## src/rtl/mux4_arb_pkg.sv

```systemverilog
// Shared types and helpers for the 4:1 mux round-robin arbiter.
// Holds the arbiter state enum, requester count and the round-robin
// search function used by the next-state logic.
package mux4_arb_pkg;

  localparam int N_REQ = 4;

  typedef enum logic {
    ARB_IDLE  = 1'b0,
    ARB_GRANT = 1'b1
  } arb_state_t;

  // Result of a round-robin search: vld=0 means nobody matched.
  typedef struct packed {
    logic       vld;
    logic [1:0] idx;
  } rr_pick_t;

  // Search ptr+1, ptr+2, ptr+3, ptr (mod 4) and return the first requester
  // found. With exclude set, ptr itself is left out of the search.
  function automatic rr_pick_t rr_next(input logic [N_REQ-1:0] req,
                                       input logic [1:0]       ptr,
                                       input logic             exclude);
    rr_pick_t   pick;
    logic [1:0] idx;
    pick = '0;
    // Walk the order backwards so the earliest position in the order wins.
    for (int k = N_REQ; k >= 1; k--) begin
      idx = ptr + 2'(k);
      if (req[idx] && !(exclude && (k == N_REQ))) begin
        pick.vld = 1'b1;
        pick.idx = idx;
      end
    end
    return pick;
  endfunction

endpackage

```

## src/rtl/mux4_sel.sv

```systemverilog
// Combinational 4:1 one-bit data mux; sel = {s1,s0} picks din[sel].
// Ports: din[3:0] data inputs a..d, sel[1:0] select, y selected bit.
// Purely combinational, no clock or reset.
module mux4_sel
  import mux4_arb_pkg::*;
(
  input  logic [N_REQ-1:0] din,
  input  logic [1:0]       sel,
  output logic             y
);

  always_comb begin
    y = 1'b0;
    case (sel)
      2'd0:    y = din[0];
      2'd1:    y = din[1];
      2'd2:    y = din[2];
      default: y = din[3];
    endcase
  end

endmodule

```

## src/rtl/mux4_rr_arbiter.sv

```systemverilog
// Round-robin request/grant controller sharing one 4:1 data mux between
// four requesters; gnt/sel registered (1 cycle after req), y registered at
// the grant edge, y_valid one cycle after gnt and dropping together with it.
// Ports: clk, rst_n (async active-low), req[3:0], din[3:0] in;
//        gnt[3:0] one-hot, sel[1:0], y, y_valid out.
// Optional macro MUX4_ARB_HOLD_LIMIT_EN: revoke a grant held HOLD_MAX cycles
// while others wait; without it a grant lasts until the owner drops req.
module mux4_rr_arbiter
  import mux4_arb_pkg::*;
#(
  parameter int HOLD_MAX = 8
) (
  input  logic             clk,
  input  logic             rst_n,
  input  logic [N_REQ-1:0] req,
  input  logic [N_REQ-1:0] din,
  output logic [N_REQ-1:0] gnt,
  output logic [1:0]       sel,
  output logic             y,
  output logic             y_valid
);

  if (HOLD_MAX < 1) begin : g_hold_max_check
    $error("HOLD_MAX must be at least 1");
  end

  arb_state_t       state_q, state_d;
  logic [1:0]       ptr_q, ptr_d;       // last granted index; owner while in GRANT
  logic [N_REQ-1:0] gnt_q, gnt_d;
  logic [1:0]       sel_q, sel_d;
  logic             y_q, y_d;
  logic             y_valid_q, y_valid_d;
  logic             mux_y;
  logic             hold_expired;
  rr_pick_t         pick_any, pick_oth;

`ifdef MUX4_ARB_HOLD_LIMIT_EN
  localparam int CNT_W = $clog2(HOLD_MAX + 1);
  logic [CNT_W-1:0] cnt_q, cnt_d;
  logic             others_pend;

  assign others_pend  = |(req & ~(N_REQ'(1) << ptr_q));
  assign hold_expired = (cnt_q == CNT_W'(HOLD_MAX)) && others_pend;
`else
  assign hold_expired = 1'b0;
`endif

  assign pick_any = rr_next(req, ptr_q, 1'b0);
  assign pick_oth = rr_next(req, ptr_q, 1'b1);

  // State register
  always_ff @(posedge clk or negedge rst_n) begin
    if (!rst_n) begin
      state_q   <= ARB_IDLE;
      ptr_q     <= 2'd3;
      gnt_q     <= '0;
      sel_q     <= '0;
      y_q       <= 1'b0;
      y_valid_q <= 1'b0;
`ifdef MUX4_ARB_HOLD_LIMIT_EN
      cnt_q     <= '0;
`endif
    end else begin
      state_q   <= state_d;
      ptr_q     <= ptr_d;
      gnt_q     <= gnt_d;
      sel_q     <= sel_d;
      y_q       <= y_d;
      y_valid_q <= y_valid_d;
`ifdef MUX4_ARB_HOLD_LIMIT_EN
      cnt_q     <= cnt_d;
`endif
    end
  end

  // Next-state logic
  always_comb begin
    state_d = state_q;
    ptr_d   = ptr_q;
`ifdef MUX4_ARB_HOLD_LIMIT_EN
    cnt_d   = cnt_q;
`endif
    case (state_q)
      ARB_IDLE: begin
        if (pick_any.vld) begin
          state_d = ARB_GRANT;
          ptr_d   = pick_any.idx;
`ifdef MUX4_ARB_HOLD_LIMIT_EN
          cnt_d   = '0;
`endif
        end
      end
      default: begin
        if (req[ptr_q] && !hold_expired) begin
`ifdef MUX4_ARB_HOLD_LIMIT_EN
          if (cnt_q != CNT_W'(HOLD_MAX)) cnt_d = cnt_q + CNT_W'(1);
`endif
        end else if (pick_oth.vld) begin
          // Owner released or was revoked: hand over without an idle cycle.
          ptr_d = pick_oth.idx;
`ifdef MUX4_ARB_HOLD_LIMIT_EN
          cnt_d = '0;
`endif
        end else begin
          state_d = ARB_IDLE;
        end
      end
    endcase
  end

  // The mux looks at the select that is about to be registered, so y is
  // loaded at the same edge that raises or moves the grant.
  mux4_sel u_mux4_sel (
    .din (din),
    .sel (sel_d),
    .y   (mux_y)
  );

  // Output logic
  always_comb begin
    gnt_d     = '0;
    sel_d     = sel_q;
    y_d       = y_q;
    y_valid_d = 1'b0;
    if (state_d == ARB_GRANT) begin
      gnt_d = N_REQ'(1) << ptr_d;
      sel_d = ptr_d;
      y_d   = mux_y;
    end
    // Valid from the second granted cycle on, cleared in step with gnt.
    y_valid_d = (state_q == ARB_GRANT) && (state_d == ARB_GRANT);
  end

  assign gnt     = gnt_q;
  assign sel     = sel_q;
  assign y       = y_q;
  assign y_valid = y_valid_q;

endmodule
```

## config.mk

```make
export PLATFORM = sky130hd
export DESIGN_NAME = mux4_rr_arbiter
export DESIGN_NICKNAME = d
export VERILOG_FILES = /design/src/rtl/mux4_arb_pkg.sv /design/src/rtl/mux4_sel.sv /design/src/rtl/mux4_rr_arbiter.sv
export SDC_FILE = /design/constraint.sdc
export NUM_CORES = 1
export LEC_CHECK = 0
export CORE_ASPECT_RATIO = 2
export CORE_MARGIN = 4
export CORE_UTILIZATION = 24
export CTS_BUF_LIST = sky130_fd_sc_hd__clkbuf_4 sky130_fd_sc_hd__clkbuf_8 sky130_fd_sc_hd__clkbuf_16
export CTS_CLUSTER_SIZE = 8
export DETAILED_ROUTE_END_ITERATION = 7
export GPL_ROUTABILITY_DRIVEN = 0
export PLACE_DENSITY = 0.48
export REMOVE_ABC_BUFFERS = 1
export SYNTH_ARGS = -nofsm -noshare
export SYNTH_HDL_FRONTEND = slang
export SYNTH_HIERARCHICAL = 1
export SYNTH_SLANG_ARGS = --single-unit
export TNS_END_PERCENT = 1
```

## constraint.sdc

```tcl
create_clock -name clk -period 3.9 [get_ports clk]
set_input_delay 0.78 -clock clk [delete_from_list [all_inputs] [get_ports clk]]
set_output_delay 0.78 -clock clk [all_outputs]
set_load 0.02 [all_outputs]
```

# [Word-level counts from Yosys, hierarchy flattened]
# Index checks and enable logic that the tools add are counted.
[totals] reg_bits=11 inputBits=10 out_inout_bits=8 wordCells=44
[op_classes] n_addsub=3 magnitude_cmp=4 eq_ne=2 shifts=1 n_mux=26 reduce_logical=2
[op_table] cell="$mux 3" n=7
[op_table] cell="$lt 2x3->1 const B" n=4
[op_table] cell="$mux 2" n=5
[op_table] cell="$bmux 1 s2" n=4
[op_table] cell="$mux 1" n=8
[op_table] cell="$add 2x2->2 const B" n=2
[op_table] cell="$mux 4" n=1
[op_table] cell="$shl 1x2->4 const A" n=1
[op_table] cell="$pmux 1 s3" n=1
[op_table] cell="$add 2x1->2 const B" n=1
[op_table] cell="$eq 2x1->1 const B" n=1
[op_table] cell="$eq 2x2->1 const B" n=1
[op_table] cell="$logic_not 2->1" n=1
[op_table] cell="$logic_and 1x1->1" n=1

# [Logic depth before layout (Yosys ltp)]
[depth] depth_word=12 ltp_mapped=8 depth_no_buf=7

# [Hierarchy]
# Netlist, hierarchy kept.
[modules_own_cells] mod="mux4_rr_arbiter" n_inst=1 cells_each=77 area_each_um2=671.9 seq_area_each_um2=277.8
[modules_own_cells] mod="mux4_sel" n_inst=1 cells_each=1 area_each_um2=22.5 seq_area_each_um2=0.0

# [Worst setup path after synthesis]
# Ideal clock, no wire load.
[synth_path] path_type="in2reg" start="in req[2]" end="reg y_q (netlist: y)" setup_time_ns=0.125 arrival_time_ns=2.886 t_required_ns=3.775 setup_slack_ns=0.889 path_stages=7 n_path_buf=1 path_cell_list="buf_4 mux2_4 o2bb2ai_2 or4_4 a31oi_1 mux4_2 mux2_2"
[synth_via] elab_chain_len=11 word_cells_on_any_way=28 classes_between="eq/ne (2); mux (25); reduce/logical (1)"
[synth_rtl] element="start, declared" line_no="mux4_rr_arbiter.sv:15" source="input logic [N_REQ-1:0] req,"
[synth_rtl] element="$bmux 1 s2 (on tied branches)" line_no="mux4_arb_pkg.sv:30, mux4_rr_arbiter.sv:94"
[synth_rtl] element="$mux 1 (on tied branches)" line_no="mux4_arb_pkg.sv:30, mux4_rr_arbiter.sv:94"
[synth_rtl] element="$mux 3 (3 in series)" line_no="mux4_arb_pkg.sv:30" source="if (req[idx] && !(exclude && (k == N_REQ))) begin"
[synth_rtl] element="$mux 3 (tied with other cells)" line_no="mux4_arb_pkg.sv:30"
[synth_rtl] element="$mux 2 (tied with other cells)" line_no="mux4_rr_arbiter.sv:85" source="if (pick_any.vld) begin"
[synth_rtl] element="$mux 2 / $mux 1 (equally long branches)" line_no="mux4_rr_arbiter.sv:83" source="case (state_q)"
[synth_rtl] element="$mux 2 *" line_no="mux4_rr_arbiter.sv:125" source="if (state_d == ARB_GRANT) begin"
[synth_rtl] element="net sel_d[0]" line_no="mux4_rr_arbiter.sv:30" source="logic [1:0] sel_q, sel_d;"
[synth_rtl] element="$eq 2x2->1 (tied with other cells)" line_no="mux4_sel.sv:14" source="case (sel)"
[synth_rtl] element="$pmux 1 s3 *" line_no="mux4_sel.sv:14"
[synth_rtl] element="net mux_y" line_no="mux4_rr_arbiter.sv:33" source="logic mux_y;"
[synth_rtl] element="end signal, assigned" line_no="mux4_rr_arbiter.sv:68" source="y_q <= y_d;"
[synth_rtl] element="end, declared" line_no="mux4_rr_arbiter.sv:31" source="logic y_q, y_d;"
# Mark *: on every way through the listed nets, which the timed path passes. The rest lies on a longest branch. The select of a mux whose other input is x is not followed.
# A chain may end at the register's enable or synchronous reset.

# [Worst setup path after layout]
# Ends and elaborated chain as after synthesis.

==> impl_metrics.env <==
export IMPL_p_sw_share_pct=39.71
export IMPL_final_cell_mix="17 x clkdlybuf4s50_1, 12 x nor2_1, 9 x a21oi_1, 9 x dfrtp_1, 5 x nand2b_1"
export IMPL_layout_commonest_cell="clkdlybuf4s50_1"
export IMPL_cp_endpoint="y"
export IMPL_rows=27
export IMPL_async_reset_ff_share_pct=100.0
export IMPL_syn_inst=78
export IMPL_cts_buffers=3
export IMPL_drt_initial_drc_count=15
export IMPL_rr_startpoint="ptr_q[0]"
export IMPL_clkPwrFrac_pct=16.8
export IMPL_syn_area_per_cell_um2=8.903
export IMPL_grt_max_degree=16
export IMPL_drv_slew=0
export IMPL_topRoutingLayerUsed="met4"
export IMPL_wl_met2_um=879
export IMPL_final_util_pct=33.65
export IMPL_synth_top_cell_by_area="dfrtp_1"
export IMPL_r2r_end="y"
export IMPL_htreeDepth=1
export IMPL_viasPerCell=5.129
export IMPL_io_buffers=17
export IMPL_crit_family="multiplexers"
export IMPL_grt_overflow_total=0
export IMPL_ys_types=31
export IMPL_core_um2=2770
export IMPL_hold_violations=0
export IMPL_netlist_area_um2=694.4
export IMPL_met3WireLength_um=139
export IMPL_ios=18
export IMPL_start_util_pct=25.07
export IMPL_p_seq_share_pct=32.4
export IMPL_detail_route_antenna_nets=0
export IMPL_area_growth_pct=34.23
export IMPL_powerDensity_nw_per_um2=737.8
export IMPL_worstHoldPathType="reg2reg"
export IMPL_fmax_ghz=0.3028
export IMPL_drive_above_1_share_pct=16.84
export IMPL_clk_latency_ps=240
export IMPL_p_int_uw=414.7
export IMPL_post_cts_resized=0
export IMPL_ys_seq_area_share_pct=40.00
export IMPL_crit_type="in2reg"
export IMPL_switchingPower_uw=273.1
export IMPL_slowest_stage="or4_4"
export IMPL_final_min_clock_period_ps=3302
export IMPL_fin_crit_sh_pct=84.68
export IMPL_r2r_cells=6
export IMPL_tns_ps=0
export IMPL_grt_pass1_wl_mm=2.766
export IMPL_critPathLaunch="req[2]"
export IMPL_post_cts_buffers=0
export IMPL_die_h_um=84.07
export IMPL_antenna_found_initial=0
export IMPL_setup_viol=0
export IMPL_synth_area_top_cells="dfrtp_1 32%, dfstp_2 7.6%, a21oi_1 6.5%"
export IMPL_critPathBufInv=1
export IMPL_final_nets=106
export IMPL_wl_per_cell_um=13.71
export IMPL_maxSlewHeadroom_pct=68.25
export IMPL_die_x_um=46.04
export IMPL_vias=636
export IMPL_required_ps=4030
export IMPL_finalWirelength_mm=1.700
export IMPL_clock_path_buffers=2
export IMPL_grt_pass1_vias=647
export IMPL_tritoncts="done"
export IMPL_clockRootBuffer="clkbuf_8"
export IMPL_yosys_register_bits=11
export IMPL_synth_edf_count=0
export IMPL_rsz0062_at_grt="false"
export IMPL_comb_power_share_pct=50.8
export IMPL_max_stage_delay_ps=550
export IMPL_diodes=0
export IMPL_cp_start_kind="primary input"
export IMPL_cts_num_sinks=11
export IMPL_cp_num_cells=7
export IMPL_peakVddDrop_mv=0.1738
export IMPL_synth_top_cell_area_share_pct=32.43
export IMPL_track_usage_pct=9.570
export IMPL_cp_cell_sequence="clkdlybuf4s50_1 -> mux2_4 -> o2bb2ai_2 -> or4_4 -> a31oi_1 -> mux4_2 -> mux2_2"
export IMPL_wl_met1_um=628
export IMPL_hpwl_mm=1.343
export IMPL_drc=0
export IMPL_yosysWarnings=6
export IMPL_tightest_slew_ps=474.8
export IMPL_ctsHoldBuffers=0
export IMPL_end_kind="register"
export IMPL_synth_ff_type="dfrtp_1"
export IMPL_skew_ps=2.928
export IMPL_dieArea_um2=3870
export IMPL_clk_pin_slew_ps=50
export IMPL_dr_pass1_iters=4
export IMPL_outcome="completed"
export IMPL_max_cap_violations=0
export IMPL_crit_fanout=9
export IMPL_power_leakage_nw=0.3744
export IMPL_worstPathArrival_ps=3430
export IMPL_rrSetupSlack_ps=990
synthesized netlist by cell type, drive strengths merged, types with 3 or more instances:
| master | n |
|---|---|
| nand2 | 5 |
| dfrtp | 9 |
| nand2b | 5 |
| nor3 | 3 |
| a21oi | 9 |
| buf | 4 |
| o21ai | 3 |
| and2 | 3 |
| nor2 | 12 |
power by group through the flow:
stage | sequential [mW] | combinational [mW] | clock (mW)
final | 0.223 | 0.349 | 0.115
after global routing | 0.231 | 0.384 | 0.123
after CTS | 0.223 | 0.355 | 0.119
after detailed placement | 0.223 | 0.355 | 0
after global placement | 0.225 | 0.351 | 0
after floorplan | 0.253 | 0.192 | 0
per-stage QoR:
step | hold slack (ps) | cell area, um2 | std cells | setup WS [ps] | power [mW]
3_5_place_dp | 496.8 | 885.9 | 120 | 335.6 | 0.5783
4_1_cts | 508.0 | 932.1 | 124 | 591.1 | 0.6975
6_report | 503.9 | 932.1 | 124 | 597.6 | 0.6877
2_1_floorplan | 484.4 | 664.4 | 72 | 1034 | 0.4449
3_3_place_gp | 493.3 | 885.9 | 120 | 397.0 | 0.5755
5_1_grt | 528.6 | 932.1 | 124 | 461.6 | 0.7381
worst register-to-register path, stage by stage (launching register included):
cell	delay, ps
dfstp_2	680
mux2_4	350
o2bb2ai_2	130
or4_4	550
a31oi_1	280
mux4_2	540
mux2_2	270
state kept, by name (all words and copies together) (netlist names):
signal   count
ptr_q        2
sel          2
state_q      1
gnt          4
y            1
y_valid      1
kinds of logic after synthesis:
| logic type | Yosys count | synth area share (%) |
|---|---|---|
| buf+inv | 8 | 5.406 |
| simple gates | 35 | 26.85 |
| compound gates | 20 | 19.28 |
| flops | 11 | 40.00 |
| mux | 4 | 8.468 |
worst min path at each step:
stage                      from  endpoint  slack [ps]  depth (start not counted)
after floorplan           rst_n    gnt[0]         480                          0
final                         y         y         500                          1
after global placement        y         y         490                          1
after global routing          y         y         530                          1
after CTS                     y         y         510                          1
after detailed placement      y         y         500                          1
routing by layer:
layer / up-vias / GRT usage (%)
met5: - / 0
met4: 0 / 7.254
met3: 5 / 1.296
met2: 31 / 16.21
met1: 291 / 9.593
li1: 309 / -
final cells by class:
| cell class | count | area (um2) |
|---|---|---|
| clock buffer | 3 | 41.29 |
| clock inverter | 1 | 5.005 |
| inverter | 2 | 7.507 |
| multi-input combinational | 59 | 379.1 |
| tap | 29 | 36.28 |
| timing repair buffer | 19 | 185.2 |
| sequential | 11 | 277.8 |
| fill | 288 | 1838 |
Power figures use the tool's default switching activity.
